===== config.mk =====
export PLATFORM = sky130hd
export DESIGN_NAME = pcm_cpu_requester
export DESIGN_NICKNAME = d
export VERILOG_FILES = /design/src/rtl/pcm_req_pkg.sv /design/src/rtl/pcm_cpu_requester.sv
export SDC_FILE = /design/constraint.sdc
export NUM_CORES = 1
export LEC_CHECK = 0
export ABC_AREA = 0
export CORE_MARGIN = 1
export CORE_UTILIZATION = 40
export DETAILED_ROUTE_END_ITERATION = 7
export PLACE_DENSITY = 0.75
export SYNTH_ARGS = -nofsm -noshare
export SYNTH_HDL_FRONTEND = slang
export SYNTH_SLANG_ARGS = --single-unit

===== constraint.sdc =====
create_clock -name clk -period 5.5 [get_ports clk]
set_input_delay 1.1 -clock clk [delete_from_list [all_inputs] [get_ports clk]]
set_output_delay 1.1 -clock clk [all_outputs]
set_load 0.01 [all_outputs]

===== src/rtl/pcm_req_pkg.sv =====
// Shared types and constants for the PCM CPU requester.
// Holds the requester FSM state encoding, PCM bus widths and a lane-mask helper.
package pcm_req_pkg;

    localparam int PCM_ADDR_W = 20;
    localparam int PCM_DATA_W = 16;

    typedef enum logic [2:0] {
        IDLE,
        REQ,
        WAIT,
        LOCAL,
        DONE,
        HOLD
    } req_state_t;

    // Zero every byte lane whose enable bit is clear.
    function automatic logic [PCM_DATA_W-1:0] lane_mask(
        input logic [PCM_DATA_W-1:0] data,
        input logic [1:0]            be
    );
        lane_mask = {be[1] ? data[15:8] : 8'h00,
                     be[0] ? data[7:0]  : 8'h00};
    endfunction

endpackage


===== src/rtl/pcm_cpu_requester.sv =====
// CPU-side initiator for the shared PCM memory port.
// Ports: CPU SRAM strobes/addr/wdata in, mem_rdata/mem_ack out; PCM schedule/
// cpu_write/addr/cpu_out/byteen out, cpu_ready/resolved/cpu_in in; err, busy.
module pcm_cpu_requester
    import pcm_req_pkg::*;
#(
    parameter int              IDX_W    = 4,
    parameter int              TIMEOUT  = 1023,
    parameter logic [15:0]     ERR_DATA = 16'hFFFF
) (
    input  logic                  clk,
    input  logic                  reset,
    input  logic [15:0]           index,
    input  logic                  mem_ce_n,
    input  logic                  mem_oe_n,
    input  logic                  mem_we_n,
    input  logic                  mem_ub_n,
    input  logic                  mem_lb_n,
    input  logic [15:0]           mem_addr,
    input  logic [15:0]           mem_wdata,
    output logic [15:0]           mem_rdata,
    output logic                  mem_ack,
    output logic                  schedule,
    output logic                  cpu_write,
    output logic [PCM_ADDR_W-1:0] addr,
    output logic [PCM_DATA_W-1:0] cpu_out,
    output logic [1:0]            byteen,
    input  logic                  cpu_ready,
    input  logic                  resolved,
    input  logic [PCM_DATA_W-1:0] cpu_in,
    output logic                  err,
    output logic                  busy
);

    localparam int CNT_W = (TIMEOUT > 0) ? $clog2(TIMEOUT + 1) : 1;
    localparam logic [CNT_W-1:0] TO_V = CNT_W'(TIMEOUT);
    localparam bit TO_EN = (TIMEOUT != 0);
    localparam int IDX_PAD = PCM_ADDR_W - 16;

    req_state_t state_q, state_d;

    logic [CNT_W-1:0]      cnt_q, cnt_d;
    logic [CNT_W-1:0]      cnt_inc;
    logic [15:0]           rdata_q, rdata_d;
    logic                  err_q, err_d;
    logic [PCM_ADDR_W-1:0] addr_q, addr_d;
    logic                  wr_q, wr_d;
    logic [15:0]           wdata_q, wdata_d;
    logic [1:0]            be_q, be_d;
    logic [1:0]            be_new;
    logic [IDX_PAD-1:0]    idx_pad;
    logic                  start;

    assign start   = !mem_ce_n && (!mem_we_n || !mem_oe_n);
    assign be_new  = {~mem_ub_n, ~mem_lb_n};
    assign cnt_inc = cnt_q + 1'b1;

    always_comb begin
        idx_pad = '0;
        idx_pad[IDX_W-1:0] = index[IDX_W-1:0];
    end

    always_comb begin
        state_d = state_q;
        cnt_d   = cnt_q;
        rdata_d = rdata_q;
        err_d   = err_q;
        addr_d  = addr_q;
        wr_d    = wr_q;
        wdata_d = wdata_q;
        be_d    = be_q;

        unique case (state_q)
            IDLE: begin
                if (start) begin
                    addr_d  = {idx_pad, mem_addr};
                    wr_d    = ~mem_we_n;
                    wdata_d = mem_wdata;
                    be_d    = be_new;
                    cnt_d   = '0;
                    // No lanes enabled: finish locally, PCM never sees it.
                    state_d = (be_new == 2'b00) ? LOCAL : REQ;
                end
            end
            REQ: begin
                if (cpu_ready) begin
                    if (resolved) begin
                        if (!wr_q) rdata_d = lane_mask(cpu_in, be_q);
                        state_d = DONE;
                    end else begin
                        cnt_d   = '0;
                        state_d = WAIT;
                    end
                end
            end
            WAIT: begin
                if (resolved) begin
                    if (!wr_q) rdata_d = lane_mask(cpu_in, be_q);
                    state_d = DONE;
                end else begin
                    cnt_d = cnt_inc;
                    if (TO_EN && (cnt_inc == TO_V)) begin
                        err_d = 1'b1;
                        if (!wr_q) rdata_d = ERR_DATA;
                        state_d = DONE;
                    end
                end
            end
            LOCAL: begin
                if (!wr_q) rdata_d = '0;
                state_d = DONE;
            end
            DONE: begin
                state_d = HOLD;
            end
            HOLD: begin
                // Wait for CE release so a held strobe cannot re-issue.
                if (mem_ce_n) state_d = IDLE;
            end
            default: begin
                state_d = IDLE;
            end
        endcase
    end

    always_ff @(posedge clk or posedge reset) begin
        if (reset) begin
            state_q <= IDLE;
            cnt_q   <= '0;
            rdata_q <= '0;
            err_q   <= 1'b0;
            addr_q  <= '0;
            wr_q    <= 1'b0;
            wdata_q <= '0;
            be_q    <= '0;
        end else begin
            state_q <= state_d;
            cnt_q   <= cnt_d;
            rdata_q <= rdata_d;
            err_q   <= err_d;
            addr_q  <= addr_d;
            wr_q    <= wr_d;
            wdata_q <= wdata_d;
            be_q    <= be_d;
        end
    end

    // Decoded from the state register so reset drops them at once.
    assign schedule  = (state_q == REQ);
    assign mem_ack   = (state_q == DONE);
    assign busy      = (state_q != IDLE);
    assign mem_rdata = rdata_q;
    assign err       = err_q;
    assign addr      = addr_q;
    assign cpu_write = wr_q;
    assign cpu_out   = wdata_q;
    assign byteen    = be_q;

endmodule

# Word-level counts from Yosys, hierarchy flattened
# Index checks and enable logic that the tools add are counted.
# word_totals
output_inout_bits	59
register_bits	69
word_cells	66
inputBits	73
# op_classes
bitwise_logic	4
n_addsub	1
eq_ne	15
reduce_logical	15
muxes	23
# ops
cell	n
16-bit 2-to-1 mux	7
16-bit one-hot mux with 3 select lines	1
10-bit 2-to-1 mux	4
10-bit one-hot mux with 3 select lines	1
3-bit 2-to-1 mux	6
3-bit one-hot mux with 6 select lines	1
8-bit 2-to-1 mux	2
10-bit by 1-bit adder with 10-bit output, second input constant	1
10-bit == test, second input constant	1
2-bit != test, second input constant	5
3-bit nonzero test	3
3-bit by 2-bit == test with 1-bit output, second input constant	2
3-bit == test, second input constant	2
3-bit != test, second input constant	2
6-bit AND reduction	1
5-bit AND reduction	1
2-bit by 1-bit != test with 1-bit output, second input constant	2
1-bit inverter	4
4-bit AND reduction	1
3-bit by 1-bit == test with 1-bit output, second input constant	1
1-bit zero test	3
3-bit zero test	1
3-bit AND reduction	1
2-bit zero test	1
4 further kinds	4

# Depth between registers and ports, before layout
# Gate-level depths: netlist of the first run.
# logic_depth
ltp_word	5
mapped_depth	7

# Least setup slack after synthesis of the first run
# Ideal clock, no wire load.
# synth_path
kind	input -> register
start	input port cpu_ready
end	register rdata_q[15] (netlist: mem_rdata[15])
t_arrival_ns	2.083
slack_ns	3.291
stages	6
path_buffers	2
t_required_ns	5.375
path_cell_list	a31oi_1 or3_1 clkbuf_1 clkbuf_1 a22oi_1 a21oi_2
# synth_between
elab_chain_len	2
# synth_lines
item	line_no	source
from (decl)	pcm_cpu_requester.sv:28	input logic cpu_ready,
2-bit by 1-bit != test with 1-bit output (no line)	n/a	
6-bit AND reduction (no line)	n/a	
to (signal assigned)	pcm_cpu_requester.sv:139	rdata_q <= rdata_d;
to (decl)	pcm_cpu_requester.sv:44	logic [15:0] rdata_q, rdata_d;
# No other way between the ends.
# A chain may end at the register's enable or synchronous reset.

# Final worst setup path of the first run
# layout_path
start	register state_q[2]
end	output port mem_ack
# layout_between
elab_chain_len	1
# layout_lines
item	line_no	source
from (decl)	pcm_cpu_requester.sv:40	req_state_t state_q, state_d;
from (signal assigned)	pcm_cpu_requester.sv:137	state_q <= state_d;
3-bit == test	pcm_cpu_requester.sv:150	assign mem_ack = (state_q == DONE);
to (decl)	pcm_cpu_requester.sv:22	output logic mem_ack,
# No other way between the ends.

==> results of run 1 <==
-- area by class of cell --
class	instances	area, sq um	area share
clock inverter	7	73.82	0.01558
multi-input combinational	201	1453	0.3067
tap	102	127.6	0.02694
inverter	5	18.77	0.003962
clock buffer	9	123.9	0.02615
sequential	69	1727	0.3645
timing repair buffer	122	1214	0.2562
-- through the flow --
stage	power, mW	worst slack (ns)	hold WS, ns	instance area [sq um]	util
2_1_floorplan	1.348	2.660	0.4537	3278	-
3_3_place_gp	1.864	2.238	0.4658	4539	0.5814
3_5_place_dp	1.888	2.217	0.4620	4539	0.5814
4_1_cts	2.316	2.503	0.4858	4737	0.6067
5_1_grt	2.423	2.393	0.5049	4737	0.6067
6_report	2.286	2.529	0.4831	4737	0.6067
-- layout by cell type, fill, tap and decap left out, types with 3 or more instances in the layout --
cell	instances
a21o_1	17
a21oi_1	13
a21oi_2	11
a22oi_1	16
a31oi_1	6
buf_4	3
clkbuf_8	9
clkdlybuf4s50_1	119
dfrtp_1	69
inv_1	4
mux2_2	38
nand2_1	11
nand3_1	6
nor2_1	26
nor2b_1	3
nor3_1	3
o21ai_0	18
o31ai_1	5
-- metal layers --
layer	up-vias	share of wire
met2	117	0.46
met3	14	0.11
li1	1290	-
met5	-	0
met1	1298	0.41
met4	0	0.019
-- worst max-delay path by stage --
stage	startpoint	end	slack, ns	cells past startpoint
finish	state_q[2]	mem_ack	2.53	2
global route	resolved	cnt_q[8]	2.39	6
CTS	state_q[2]	mem_ack	2.50	2
detailed placement	resolved	state_q[2]	2.22	5
global placement	resolved	state_q[1]	2.24	5
floorplan	reset	addr[0]	2.66	1
-- report_power, final --
group	internal (mW)	total, mW	leakage [nW]	switching, mW
registers	0.705	0.851	0.872	0.146
clock network	0.211	0.415	0.0996	0.204
logic	0.600	1.02	1.14	0.421
total	1.52	2.29	2.11	0.770
-- flip-flops by register name, summed over array words and instances, names as in the netlist --
signal / flops
cnt_q: 10
addr: 20
err: 1
mem_rdata: 16
state_q: 3
cpu_write: 1
byteen: 2
cpu_out: 16
-- cell usage after synthesis (2+ instances only) --
| cell type | count |
|---|---|
| nor3_1 | 4 |
| nand3b_1 | 2 |
| ha_1 | 2 |
| a21oi_2 | 11 |
| nor2_1 | 26 |
| o31ai_1 | 5 |
| nand2_1 | 11 |
| a31oi_1 | 6 |
| or3_1 | 2 |
| nor2b_1 | 3 |
| buf_2 | 8 |
| o21bai_1 | 2 |
| dfrtp_1 | 69 |
| and2_1 | 2 |
| a21oi_1 | 13 |
| nand2b_1 | 2 |
| nand3_1 | 6 |
| clkbuf_1 | 8 |
| mux2_2 | 38 |
| inv_1 | 5 |
| and3_1 | 2 |
| o21ai_0 | 18 |
| a22oi_1 | 16 |
| a21o_1 | 17 |
-- cells by family after synthesis --
kind of cell / count (synthesis)
compound gates: 92
fa+ha+maj: 2
buf+inv: 23
flops: 69
mux: 38
simple gates: 69
-- critical path, cell delays in order, from the launching register on --
cell             delay (ns)
dfrtp_1                0.62
nor3b_1                0.31
clkdlybuf4s50_1        0.59
==> run_results.csv, run 1 <==
group,metric,value,unit
yosys,synth_ff_type,"dfrtp_1",
global_routing,antenna_found_initial,0,
status,status,"completed",
placement,dp_hpwl,5.633,mm
cts,cts_buffers,9,
route,ant_nets,0,
global_routing,met2_usage,0.3235,
floorplan,start_util,0.4199,
setup_path,reg2regPathDepth,4,
cts,tritoncts,"built",
setup_path,crit_path_end_kind,"output pin",
layout,fin_nets,483,
cts,post_cts_resized,0,
yosys,synth_area_leaders,"dfrtp_1 (53%), mux2_2 (13%), a21o_1 (3.9%)",
yosys,yosys.area_share.adder,0.007634,
yosys,yosysTopAreaCell,"dfrtp_1",
yosys,synthMuxAreaShare,0.1305,
timing,hold_violations,0,
route,wl_per_cell,15.61,microns
timing,fin_setup_tns,0,ns
setup_path,cp.required,4.40,ns
yosys,avgSynthCellArea,11.19,sq um
setup_path,critPathLaunchType,"flop",
setup_path,r2r_slack,3.40,ns
setup_path,rr_startpoint,"state_q[2]",
layout,diodes,0,
worst_hold_path,hp-start,"err",
global_routing,grt_first_pass_wirelength,13.21,mm
route,initialDrtViolationCount,104,
yosys,synth_edf_count,0,
yosys,synth_top_area_frac,0.5267,
yosys,synthXorXnorAreaFrac,0,
yosys,synth_fp_nets,368,
floorplan,die_area,0.008562,sq mm
timing,max_freq,336.5,MHz
timing,fin_crit_sh,0.5403,
setup_path,crit_type,"flop to output pin",
yosys,yosysSeqAreaShare,0.5267,
worst_hold_path,hp-class,"flop to flop",
timing,finalWorstPathRequiredPeriod,2.971,ns
yosys,synth-simple-area-share,0.1111,
worst_hold_path,min_to,"err",
timing,drv_slew,0,
floorplan,std_cell_rows,32,
layout,fill_cells,655,
layout,layout.cells.non_filler,515,
flow_run,drv_cap,0,
cts,postCtsHoldBufs,0,
global_routing,grt_pass1_vias,2774,
layout,syn2layout_area_growth,44.50,%
yosys,synthArstFlopShare,1.000,
layout,drive_gt1_frac,0.1816,
route,vias,2719,
timing,slew_headroom,0.2941,
route,drc,0,
placement,globalplace.congestion,0.8074,
cts,cts_setup_buffers,0,
timing,rsz0062_at_grt,"no",
worst_hold_path,min_path_cells,1,
floorplan,die_y,92.53,microns
yosys,synth_top_family_by_area,"compound AO/OA/AOI/OAI gates",
global_routing,grt_remaining_overflow,0,
timing,finalSetupViolCount,0,
pwr,p_leak,2.110,nW
global_routing,grtUsageTotal,0.2010,
yosys,yosys_warnings,0,
cts,cts_root_buf,"clkbuf_8",
floorplan,io_pins,132,
floorplan,core,0.007807,sq mm
setup_path,r2r_end,"state_q[2]",
timing,finalClockSkew,0.007833,ns
yosys,synthCells,293,
cts,clkSlewWorstSetupHoldPaths,0.07,ns
cts,clkLatencyLatePin,0.34,ns
yosys,synth-compound-area-share,0.1924,
route,drt_wl_total,8.040,mm
yosys,yosysUniqueCellTypes,39,
route,vias_per_cell,5.280,
setup_path,crit_fanout,14,
setup_path,worstPathArrival,1.87,ns
cts,htree_num_levels,3,
pwr,p_per_area,482.5,mW/mm^2
floorplan,die_w,92.53,microns
yosys,ys_ff_latch,69,
global_routing,met3_usage,0.08785,
timing,worst-slew-pin-transition,1.059,ns
global_routing,grt_max_degree,43,
cts,clock_sinks,69,
pwr,vdd.ir_drop.worst,326.6,uV
yosys,synth_area,0.003278,sq mm
route,first_pass_iters,4,
cts,cts_buffer_depth,2,
global_routing,grt.busiest_layer,"met2",
global_routing,use_met1,0.2337,
placement,portBuffers,119,
placement,placed_cells,499,
No activity file was read; power rests on OpenSTA's default activity.
==> run 2, diff against run 1 <==
- CORE_UTILIZATION: 40 -> 39
- PLACE_DENSITY: 0.75 -> 0.76
- clock period: 5.5 -> 2.5 ns (I/O delays scaled with it)
==> run_results.csv, run 2 (synthesis results as in run 1) <==
group,metric,value,unit
setup_path,max_stage_delay,0.55,ns
setup_path,worstPathArrival,1.81,ns
floorplan,die_area,0.008776,sq mm
timing,hold_ws,0.4961,ns
setup_path,critPathLaunchType,"flop",
timing,slew_headroom,0.4917,
layout,largest_reg_flops,20,
setup_path,r2r_slack,0.56,ns
placement,globalplace.congestion,0.7891,
timing,hold_violations,0,
global_routing,grtUsageTotal,0.1911,
cts,clkLatencyLatePin,0.35,ns
setup_path,crit_path_end_kind,"output pin",
pwr,vdd.ir_drop.worst,705.7,uV
floorplan,io_pins,132,
timing,fin_setup_tns,0,ns
pwr,netSwitchingFraction,0.3332,
route,ant_nets,0,
cts,cts_buffer_depth,2,
route,vias_per_cell,5.229,
setup_path,path_cells,"and2b_1 -> nor2b_1 -> clkdlybuf4s50_1",
layout,finalInstanceArea,0.004816,sq mm
cts,postCtsHoldBufs,0,
route,initialDrtViolationCount,126,
placement,portBuffers,119,
floorplan,die_y,93.68,microns
floorplan,die_w,93.68,microns
floorplan,start_util,0.4010,
worst_hold_path,hp-class,"input port to asynchronous set/reset pin",
flow_run,drv_cap,0,
timing,finalSetupViolCount,0,
cts,post_cts_resized,0,
layout,syn2layout_area_growth,46.91,%
setup_path,critPathSlowestCell,"dfrtp_1",
layout,diodes,0,
global_routing,grt_pass1_vias,2748,
route,drc,0,
setup_path,path_delay_family,"flip-flops",
layout,final_util,0.5891,
pwr,power_frac_comb,0.454,
pwr,clockPowerShare,0.182,
timing,worst-slew-pin-transition,0.7625,ns
cts,htree_num_levels,3,
global_routing,grt_first_pass_wirelength,12.92,mm
status,status,"completed",
route,vias,2735,
cts,cts_setup_buffers,0,
global_routing,antenna_found_initial,0,
floorplan,std_cell_rows,33,
cts,cts_root_buf,"clkbuf_8",
setup_path,cp_num_buf_inv,1,
pwr,p_leak,2.151,nW
route,wl_per_cell,14.93,microns
pwr,sequentialPowerShare,0.364,
layout,layout_common_cells,"clkdlybuf4s50_1 (119), dfrtp_1 (69), mux2_2 (38)",
setup_path,crit_type,"flop to output pin",
placement,place_area,0.004618,sq mm
setup_path,cp.required,2.00,ns
layout,drive_gt1_frac,0.1914,
timing,drv_slew,0,
global_routing,grt_max_degree,45,
pwr,p_sw,1.687,mW
layout,fin_nets,488,
timing,finalWorstPathRequiredPeriod,2.313,ns
pwr,p_int,3.376,mW
placement,dp_hpwl,5.543,mm
timing,max_freq,432.4,MHz
cts,cts_buffers,9,
route,first_pass_iters,5,
cts,tritoncts,"built",
layout,mostFrequentLayoutCell,"clkdlybuf4s50_1",
pwr,totalPowerFinal,5.062,mW
pwr,p_per_area,1051,mW/mm^2
timing,rsz0062_at_grt,"no",
global_routing,grt_remaining_overflow,0,
cts,clkSlewWorstSetupHoldPaths,0.08,ns
timing,finalClockSkew,0.01312,ns
route,drt_wl_total,7.811,mm
cts,clock_sinks,69,
timing,fin_crit_sh,0.9250,
floorplan,core,0.008175,sq mm
setup_path,crit_fanout,12,
run 2: cell types whose count changed in the layout (fill, tap and decap cells not counted), sizes merged:
cell / delta
inv: +1
clkinv: -1
buf: +5
run 2: metal layers:
metal	wire, microns	GRT usage
met1	3265	0.2277
met2	3670	0.3005
met3	795	0.09466
met4	80	0.06154
met5	0	0
run 2: worst paths after layout:
path,depth (start not counted),to,startpoint
worst max-delay path,3,schedule,state_q[0]
worst min-delay path,3,mem_rdata[4],reset
worst max register to register,6,state_q[2],cnt_q[0]
worst min register to register,1,cnt_q[9],cnt_q[9]
max in group asynchronous,3,cpu_out[13],reset
min in group clk,1,cnt_q[9],cnt_q[9]
run 2: layout make-up:
type,instances,area [sq um]
multi-input cells,201,1453
clock buffers,9,123.9
fillers,688,3359
well taps,105,131.4
clock inverters,7,73.82
repair buffers,127,1289
flip-flops and latches,69,1727
inverters,5,18.77
run 2: power by group through the flow:
stage	clock network, mW	logic (mW)	registers, mW
after floorplan	0	0.970	1.99
after global placement	0	2.28	1.84
after detailed placement	0	2.33	1.87
after CTS	0.948	2.34	1.85
after global routing	0.999	2.49	1.91
final	0.919	2.30	1.84
run 2: worst min-delay path, cell delays in order:
cell and delay [ns]:
clkdlybuf4s50_1 0.41, inv_2 0.08, buf_12 0.24
run 2: through the flow:
stage	cells	worst slack [ns]
finish	523	0.1875
global route	523	0.06032
CTS	523	0.1613
detailed placement	507	0.1193
global placement	507	0.1194
floorplan	293	0.2601
